**src/rtl/adder_seq_driver_if.sv**
```systemverilog
// Handshake bundle between the sequence driver and the sample/done 4-bit adder.
// The driver owns operands and strobe; the adder owns the sum and result-valid level.
interface adder_seq_driver_if;
    logic [3:0] a;
    logic [3:0] b;
    logic       sample;
    logic [4:0] s;
    logic       done;

    modport master (output a, b, sample, input s, done);
    modport slave  (input a, b, sample, output s, done);
endinterface

```
**src/rtl/adder_seq_driver.sv**
```systemverilog
// Initiator that feeds LFSR operand pairs to the sample/done adder,
// checks each returned sum against a local a+b and tallies mismatches and timeouts.
module adder_seq_driver #(
    parameter int unsigned N_OPS   = 16,
    parameter int unsigned TIMEOUT = 8,
    parameter logic [7:0]  SEED    = 8'h5A
) (
    input  logic                clk,
    input  logic                rst_n,
    input  logic                start,
    adder_seq_driver_if.master  add,
    output logic                busy,
    output logic                finished,
    output logic [7:0]          err_count,
    output logic [7:0]          timeout_count,
    output logic [7:0]          ops_done
);
    // A zero seed would lock the LFSR, so it is promoted to 1.
    localparam logic [7:0] SEED_NZ  = (SEED == 8'h00) ? 8'h01 : SEED;
    localparam logic [7:0] OPS_LAST = 8'(N_OPS);
    localparam logic [7:0] TMO_LAST = 8'(TIMEOUT - 1);

    typedef enum logic [2:0] {
        IDLE, ISSUE, WAIT_LOW, WAIT_HIGH, CHECK, NEXT, FINISH
    } state_t;

    state_t     state;
    logic [7:0] lfsr;
    logic [7:0] timer;
    logic [4:0] exp_sum;
    logic [4:0] sum_cap;

    function automatic logic [7:0] lfsr_step(input logic [7:0] v);
        return {v[6:0], v[7] ^ v[5] ^ v[4] ^ v[3]};
    endfunction

    function automatic logic [7:0] sat_inc(input logic [7:0] v);
        return (v == 8'hFF) ? v : v + 8'd1;
    endfunction

    // Operands and strobe are loaded on the transition into ISSUE so that
    // sample is high exactly during the ISSUE cycle.
    always_ff @(posedge clk or negedge rst_n) begin
        if (!rst_n) begin
            state         <= IDLE;
            lfsr          <= SEED_NZ;
            timer         <= 8'd0;
            add.a         <= 4'd0;
            add.b         <= 4'd0;
            add.sample    <= 1'b0;
            busy          <= 1'b0;
            finished      <= 1'b0;
            err_count     <= 8'd0;
            timeout_count <= 8'd0;
            ops_done      <= 8'd0;
        end else begin
            add.sample <= 1'b0;
            case (state)
                IDLE, FINISH: begin
                    if (start) begin
                        err_count     <= 8'd0;
                        timeout_count <= 8'd0;
                        ops_done      <= 8'd0;
                        add.a         <= SEED_NZ[3:0];
                        add.b         <= SEED_NZ[7:4];
                        lfsr          <= lfsr_step(SEED_NZ);
                        add.sample    <= 1'b1;
                        busy          <= 1'b1;
                        finished      <= 1'b0;
                        state         <= ISSUE;
                    end
                end
                ISSUE: begin
                    timer <= 8'd0;
                    state <= WAIT_LOW;
                end
                WAIT_LOW: begin
                    if (!add.done) begin
                        timer <= 8'd0;
                        state <= WAIT_HIGH;
                    end else if (timer == TMO_LAST) begin
                        timeout_count <= sat_inc(timeout_count);
                        ops_done      <= ops_done + 8'd1;
                        state         <= NEXT;
                    end else begin
                        timer <= timer + 8'd1;
                    end
                end
                WAIT_HIGH: begin
                    if (add.done) begin
                        state <= CHECK;
                    end else if (timer == TMO_LAST) begin
                        timeout_count <= sat_inc(timeout_count);
                        ops_done      <= ops_done + 8'd1;
                        state         <= NEXT;
                    end else begin
                        timer <= timer + 8'd1;
                    end
                end
                CHECK: begin
                    if (sum_cap != exp_sum) err_count <= sat_inc(err_count);
                    ops_done <= ops_done + 8'd1;
                    state    <= NEXT;
                end
                NEXT: begin
                    if (ops_done == OPS_LAST) begin
                        busy     <= 1'b0;
                        finished <= 1'b1;
                        state    <= FINISH;
                    end else begin
                        add.a      <= lfsr[3:0];
                        add.b      <= lfsr[7:4];
                        lfsr       <= lfsr_step(lfsr);
                        add.sample <= 1'b1;
                        state      <= ISSUE;
                    end
                end
                default: state <= IDLE;
            endcase
        end
    end

    // Data-only registers: expected sum and captured adder result.
    always_ff @(posedge clk) begin
        if (state == ISSUE) exp_sum <= {1'b0, add.a} + {1'b0, add.b};
        if (state == WAIT_HIGH && add.done) sum_cap <= add.s;
    end
endmodule
```
**src/flat_wrapper.sv**
```systemverilog
// flat-port wrapper written by rule: the top's interface ports become plain ports
module adder_seq_driver_flat 
#(
    parameter int unsigned N_OPS   = 16,
    parameter int unsigned TIMEOUT = 8,
    parameter logic [7:0]  SEED    = 8'h5A
)
  (clk, rst_n, start, busy, finished, err_count, timeout_count, ops_done, add_a, add_b, add_sample, add_s, add_done);
  adder_seq_driver_if add_i ();
  input  logic clk;
  input  logic rst_n;
  input  logic start;
  output logic busy;
  output logic finished;
  output logic [7:0] err_count;
  output logic [7:0] timeout_count;
  output logic [7:0] ops_done;
  output wire logic [$bits(add_i.a)-1:0] add_a;
  output wire logic [$bits(add_i.b)-1:0] add_b;
  output wire logic [$bits(add_i.sample)-1:0] add_sample;
  input wire logic [$bits(add_i.s)-1:0] add_s;
  input wire logic [$bits(add_i.done)-1:0] add_done;
  assign add_a = add_i.a;
  assign add_b = add_i.b;
  assign add_sample = add_i.sample;
  assign add_i.s = add_s;
  assign add_i.done = add_done;
  adder_seq_driver #(.N_OPS(N_OPS), .TIMEOUT(TIMEOUT), .SEED(SEED)) u_core (.clk(clk), .rst_n(rst_n), .start(start), .add(add_i), .busy(busy), .finished(finished), .err_count(err_count), .timeout_count(timeout_count), .ops_done(ops_done));
endmodule
```
**config.mk**
```make
export PLATFORM = sky130hd
export DESIGN_NAME = adder_seq_driver_flat
export DESIGN_NICKNAME = d
export VERILOG_FILES = /design/src/rtl/adder_seq_driver_if.sv /design/src/rtl/adder_seq_driver.sv /design/src/flat_wrapper.sv
export SDC_FILE = /design/constraint.sdc
export NUM_CORES = 1
export LEC_CHECK = 0
export CAP_MARGIN = 0
export CORE_UTILIZATION = 60
export CTS_BUF_LIST = sky130_fd_sc_hd__clkbuf_4 sky130_fd_sc_hd__clkbuf_8 sky130_fd_sc_hd__clkbuf_16
export CTS_CLUSTER_SIZE = 30
export DETAILED_ROUTE_END_ITERATION = 8
export PLACE_DENSITY = 0.86
export SYNTH_ARGS = -nofsm -noshare
export SYNTH_HDL_FRONTEND = slang
export SYNTH_SLANG_ARGS = --single-unit
```
**constraint.sdc**
```tcl
create_clock -name clk -period 4.8 [get_ports clk]
set_input_delay 0.72 -clock clk [delete_from_list [all_inputs] [get_ports clk]]
set_output_delay 0.72 -clock clk [all_outputs]
set_load 0.05 [all_outputs]
```
# Word level (Yosys, flattened, before mapping)
# Index checks and enable logic that the tools add are counted.
[word_totals] reg_bits=64 output_inout_bits=35
[classes] add_sub_neg=5 eq_ne=18 muxes=41 n_bitwise=3 n_reduce_logical=14
[op_table] cell="2-to-1 mux 8 bit" count=15
[op_table] cell="one-hot mux 8 bit (3 select lines)" count=2
[op_table] cell="adder 8 x 1 -> 8 bit, second input constant" count=4
[op_table] cell="one-hot mux 8 bit (2 select lines)" count=2
[op_table] cell="one-hot mux 8 bit (4 select lines)" count=1
[op_table] cell="one-hot mux 3 bit (6 select lines)" count=1
[op_table] cell="equality test 8 bit, second input constant" count=2
[op_table] cell="2-to-1 mux 4 bit" count=4
[op_table] cell="one-hot mux 4 bit (2 select lines)" count=2
[op_table] cell="2-to-1 mux 3 bit" count=5
[op_table] cell="AND reduction 4 bit" count=3
[op_table] cell="inequality test 2 bit, second input constant" count=5
[op_table] cell="equality test 3 bit, second input constant" count=3
[op_table] cell="equality test 8 x 3 -> 1 bit, second input constant" count=1
[op_table] cell="equality test 8 x 5 -> 1 bit, second input constant" count=1
[op_table] cell="equality test 3 x 2 -> 1 bit, second input constant" count=2
[op_table] cell="2-to-1 mux 1 bit" count=6
[op_table] cell="one-hot mux 1 bit (2 select lines)" count=3
[op_table] cell="AND reduction 3 bit" count=2
[op_table] cell="nonzero test 3 bit" count=2
[op_table] cell="adder 4 x 4 -> 5 bit" count=1
[op_table] cell="inequality test 5 bit" count=1
[op_table] cell="inequality test 2 x 1 -> 1 bit, second input constant" count=2
[op_table] cell="nonzero test 2 bit" count=2
[op_table] cell="other kinds (7)" count=9

# Longest topological paths before layout
[logic_depth] ltp_word=5 depth_mapped=8

# Worst setup path after synthesis
# Ideal clock, no wire load.
[synth_timing] path_type="input to register" startpoint="in add_done" endpoint="reg u_core.timeout_count[7]" setup_ns=0.078 arrival_time_ns=2.143 required_time_ns=4.722 setup_slack_ns=2.578 stages=6 path_buffers=1 cell_sequence="buf_2 and4b_1 a311oi_2 o211ai_2 or4_1 a21oi_1"
[synth_between] elab_chain_len=2 word_cells_on_any_way=3
[synth_rtl] item="start: declaration" line_no="flat_wrapper.sv:22" rtl="input wire logic [$bits(add_i.done)-1:0] add_done;"
[synth_rtl] item="inequality test 2 bit (no source line)"
[synth_rtl] item="AND reduction 4 bit (no source line) (*)"
[synth_rtl] item="end signal: assignment" line_no="adder_seq_driver.sv:82" rtl="timeout_count <= sat_inc(timeout_count);"
[synth_rtl] item="end signal: assignment" line_no="adder_seq_driver.sv:93" rtl="timeout_count <= sat_inc(timeout_count);"
[synth_rtl] item="end: declaration" line_no="adder_seq_driver.sv:15" rtl="output logic [7:0] timeout_count,"
# Mark *: on every way between the ends. The rest lies on a longest branch, timed or not.
# A chain may end at the register's enable or synchronous reset.

# Worst setup path in the final report
[layout_timing] startpoint="reg u_core.state[1]" endpoint="reg u_core.add.a[3]"
[layout_between] elab_chain_len=4 word_cells_on_any_way=9
[layout_rtl] item="start: declaration" line_no="adder_seq_driver.sv:27" rtl="state_t state;"
[layout_rtl] item="start signal: assignment" line_no="adder_seq_driver.sv:45" rtl="state <= IDLE;"
[layout_rtl] item="start signal: assignment" line_no="adder_seq_driver.sv:70" rtl="state <= ISSUE;"
[layout_rtl] item="start signal: assignment" line_no="adder_seq_driver.sv:75" rtl="state <= WAIT_LOW;"
[layout_rtl] item="equality test 3 bit or logical NOT 3 bit (tied branches)" line_no="adder_seq_driver.sv:58" rtl="case (state)"
[layout_rtl] item="OR reduction 2 bit" line_no="adder_seq_driver.sv:58"
[layout_rtl] item="inequality test 2 bit (no source line) or nonzero test 2 bit (tied branches)"
[layout_rtl] item="AND reduction 3 bit (no source line)"
[layout_rtl] item="end signal: assignment" line_no="adder_seq_driver.sv:64" rtl="add.a <= SEED_NZ[3:0];"
[layout_rtl] item="end signal: assignment" line_no="adder_seq_driver.sv:111" rtl="add.a <= lfsr[3:0];"
[layout_rtl] item="end: declaration" line_no="adder_seq_driver_if.sv:10" rtl="modport master (output a, b, sample, input s, done);"
# Several ways; a longest one is shown, not always the timed one.

==> flow_summary.yaml <==
timing:
  fin_crit_sh_pct: 57.3
  finClkSkew_ns: 0.0125
  rsz0062_at_grt: "false"
  tightest_slew_ns: 0.798
  period_needed_ns: 2.75
  fmax_ghz: 0.363
  setup_violations: 0
  final_max_slew_viol_count: 0
  hold_violations: 0
  tns_ns: 0
  slew_headroom_pct: 46.6
worst_setup_path:
  worstPathArrival_ns: 2.99
  endpoint_kind: "flop"
  cp.required_ns: 5.04
  slowest_stage: "dfrtp_1"
  path_cells: "or2b_1, and4b_1, nor2_1, inv_1, o21a_1"
  ff2ff_path_depth: 5
  critPathLaunch: "u_core.state[1]$_DFFE_PN0N_"
  crit_path_max_fanout: 24
  r2r-start: "u_core.state[1]$_DFFE_PN0N_"
  start_kind: "flop"
  max_stage_delay_ns: 0.76
  critPathKind: "flop to flop"
route:
  finalWirelength_um: 7250
  wl_per_cell_um: 15.4
  detail-route-antenna-nets: 0
  drcViolationCount: 0
  viasPerCell: 5.99
  dr.pass1.iters: 4
  vias: 2814
  drtIter0Drc: 182
die:
  die_area_um2: 5960
  io_pins: 44
  core_area_um2: 5470
  start_util_pct: 62.0
  die_h_um: 77.2
  rows: 27
  die_x_um: 77.2
clock_network:
  cts_buffer_depth: 2
  clk_latency_ns: 0.35
  postCtsSetupBuffers: 0
  ctsHtreeMaxLevel: 3
  numCtsBuffers: 9
  cts_tree: "yes"
  cts.sinks: 61
  clk_pin_slew_worst_paths_ns: 0.07
  postCtsHoldBufs: 0
  cts_resized: 0
  cts_root_buf: "clkbuf_8"
final_layout:
  nFillCells: 415
  drive_gt1_share_pct: 7.54
  fin_cells: 470
  diodes: 0
  multiInputGateArea_um2: 1670
  seqCellArea_um2: 1580
  area_delta_synth_final_pct: 19.6
  layout.nets: 412
logic_synthesis:
  post-synth-top-count-cell: "dfrtp_1"
  synth_top_area_cell: "dfrtp_1"
  synth_fp_nets: 372
  ys_types: 62
  synthTopCellsByArea: "dfrtp_1 (35%), edfxtp_1 (8.9%), nand2_1 (3.9%)"
  synth_area_um2: 3390
  synth_enable_flop_cells: 10
  async_flop_share_pct: 83.6
  synth_top_cell_area_share_pct: 34.7
  synthFlopType: "dfrtp_1"
  avgSynthCellArea_um2: 9.61
  ys_warn_count: 0
  ys_seq_area_share_pct: 46.6
  synth_common_cells: "dfrtp_1 (47), nand2_1 (35), nor2_1 (31)"
  syn_inst: 353
  yosys_register_bits: 61
global_route:
  globalRouteOverflowTotal: 0
  grt_max_degree: 52
  first_global_vias: 2633
  grt_pass1_wl_um: 12300
  grt_antenna_before_repair: 0
  grt_usage_pct: 26.5
run_status:
  outcome: "finished, final reports clean"
power:
  ir_drop_mv: 0.315
  power.total_mw: 2.36
  powerDensity_nw_per_um2: 582
  leakagePower_nw: 1.67
flow_run:
  maxCapViolations: 0
worst_hold_path:
  min_path_type: "primary input to async pin"
placement:
  dp_hpwl_um: 5140
  gp_congestion: 0.857
  port_buffers: 43
  place_inst: 454
registers in the layout (all words and copies together) (netlist names):
| signal | count |
|---|---|
| u_core.add.a | 4 |
| u_core.add.b | 3 |
| u_core.add.sample | 1 |
| u_core.busy | 1 |
| u_core.err_count | 8 |
| u_core.exp_sum | 5 |
| u_core.finished | 1 |
| u_core.lfsr | 6 |
| u_core.ops_done | 8 |
| u_core.state | 3 |
| u_core.sum_cap | 5 |
| u_core.timeout_count | 8 |
| u_core.timer | 8 |
area by class of cell:
class / count / share of cell area [%]
inverters: 14 / 1.30
clock inverters: 6 / 2.50
well taps: 72 / 2.22
flip-flops and latches: 61 / 39.0
multi-input cells: 263 / 41.1
repair buffers: 44 / 10.7
clock buffers: 10 / 3.24
routing by layer:
| metal | vias up | track usage, % | wire [um] |
|---|---|---|---|
| li1 | 1365 | - | - |
| met1 | 1354 | 33.6 | 3140 |
| met2 | 76 | 41.9 | 3600 |
| met3 | 19 | 6.67 | 341 |
| met4 | 0 | 13.2 | 172 |
| met5 | - | 0 | 0 |
cells in the final DEF, fill, tap and decap left out, types with 3 or more instances in the layout:
| master | Yosys | final |
|---|---|---|
| dfrtp_1 | 47 | 47 |
| and3_1 | 5 | 5 |
| o21a_1 | 4 | 4 |
| nand2_1 | 35 | 35 |
| nand3_1 | 14 | 14 |
| nor2b_1 | 4 | 4 |
| xnor2_1 | 6 | 6 |
| nor2_1 | 31 | 31 |
| clkinv_1 | 0 | 3 |
| edfxtp_1 | 10 | 10 |
| nor3_1 | 7 | 7 |
| and2_1 | 3 | 3 |
| xor2_1 | 5 | 5 |
| and4b_1 | 3 | 3 |
| or4_1 | 4 | 4 |
| clkdlybuf4s50_1 | 0 | 42 |
| mux2i_1 | 5 | 5 |
| clkbuf_8 | 0 | 9 |
| o2111ai_1 | 3 | 3 |
| dfstp_2 | 4 | 4 |
| or3_1 | 4 | 4 |
| a21oi_1 | 21 | 21 |
| o31ai_1 | 11 | 11 |
| nand2b_1 | 16 | 16 |
| nand4_1 | 3 | 3 |
| a21o_1 | 3 | 3 |
| or2_2 | 3 | 3 |
| a22o_1 | 4 | 4 |
| bufinv_16 | 0 | 3 |
| ha_1 | 9 | 9 |
| nand3b_1 | 3 | 3 |
| inv_1 | 14 | 14 |
| o21ai_0 | 22 | 22 |
power by group:
group          switching [mW]  internal, mW  leakage (nW)
clock                   0.195         0.345         0.116
sequential              0.165         0.670         0.745
combinational           0.618         0.364         0.804
kinds of logic after synthesis:
family          share of synthesized area, %
xor+xnor                                2.84
compound gates                          18.8
simple gates                            21.8
flops                                   46.6
fa+ha+maj                               3.91
mux                                     1.81
buf+inv                                 4.24
worst max-delay path: cells and delay by family, from the launching register on:
family	cells	cell delay, ns
compound gates	1	0.22
buf+inv	1	0.22
flops	1	0.76
simple gates	3	1.44
final timing paths:
path	endpoint	slack, ns
min	u_core.err_count[5]$_DFFE_PN0P_	0.47
max reg2reg	u_core.add.a[3]$_DFFE_PN0P_	2.05
min in group clk	u_core.lfsr[6]$_DFFE_PN1P_	0.48
max	u_core.add.a[3]$_DFFE_PN0P_	2.05
min reg2reg	u_core.lfsr[6]$_DFFE_PN1P_	0.48
max in group asynchronous	u_core.timer[3]$_DFFE_PN0P_	3.89
stage by stage:
stage / area [um2] / setup WS (ns) / util, % / hold slack [ns]
after floorplan: 3390 / 2.58 / - / 0.424
after global placement: 3820 / 1.94 / 69.9 / 0.450
after detailed placement: 3820 / 1.86 / 69.9 / 0.468
after CTS: 4060 / 2.08 / 74.1 / 0.477
after global routing: 4060 / 1.77 / 74.1 / 0.495
final: 4060 / 2.05 / 74.1 / 0.470
(Power assumes the default switching activity.)
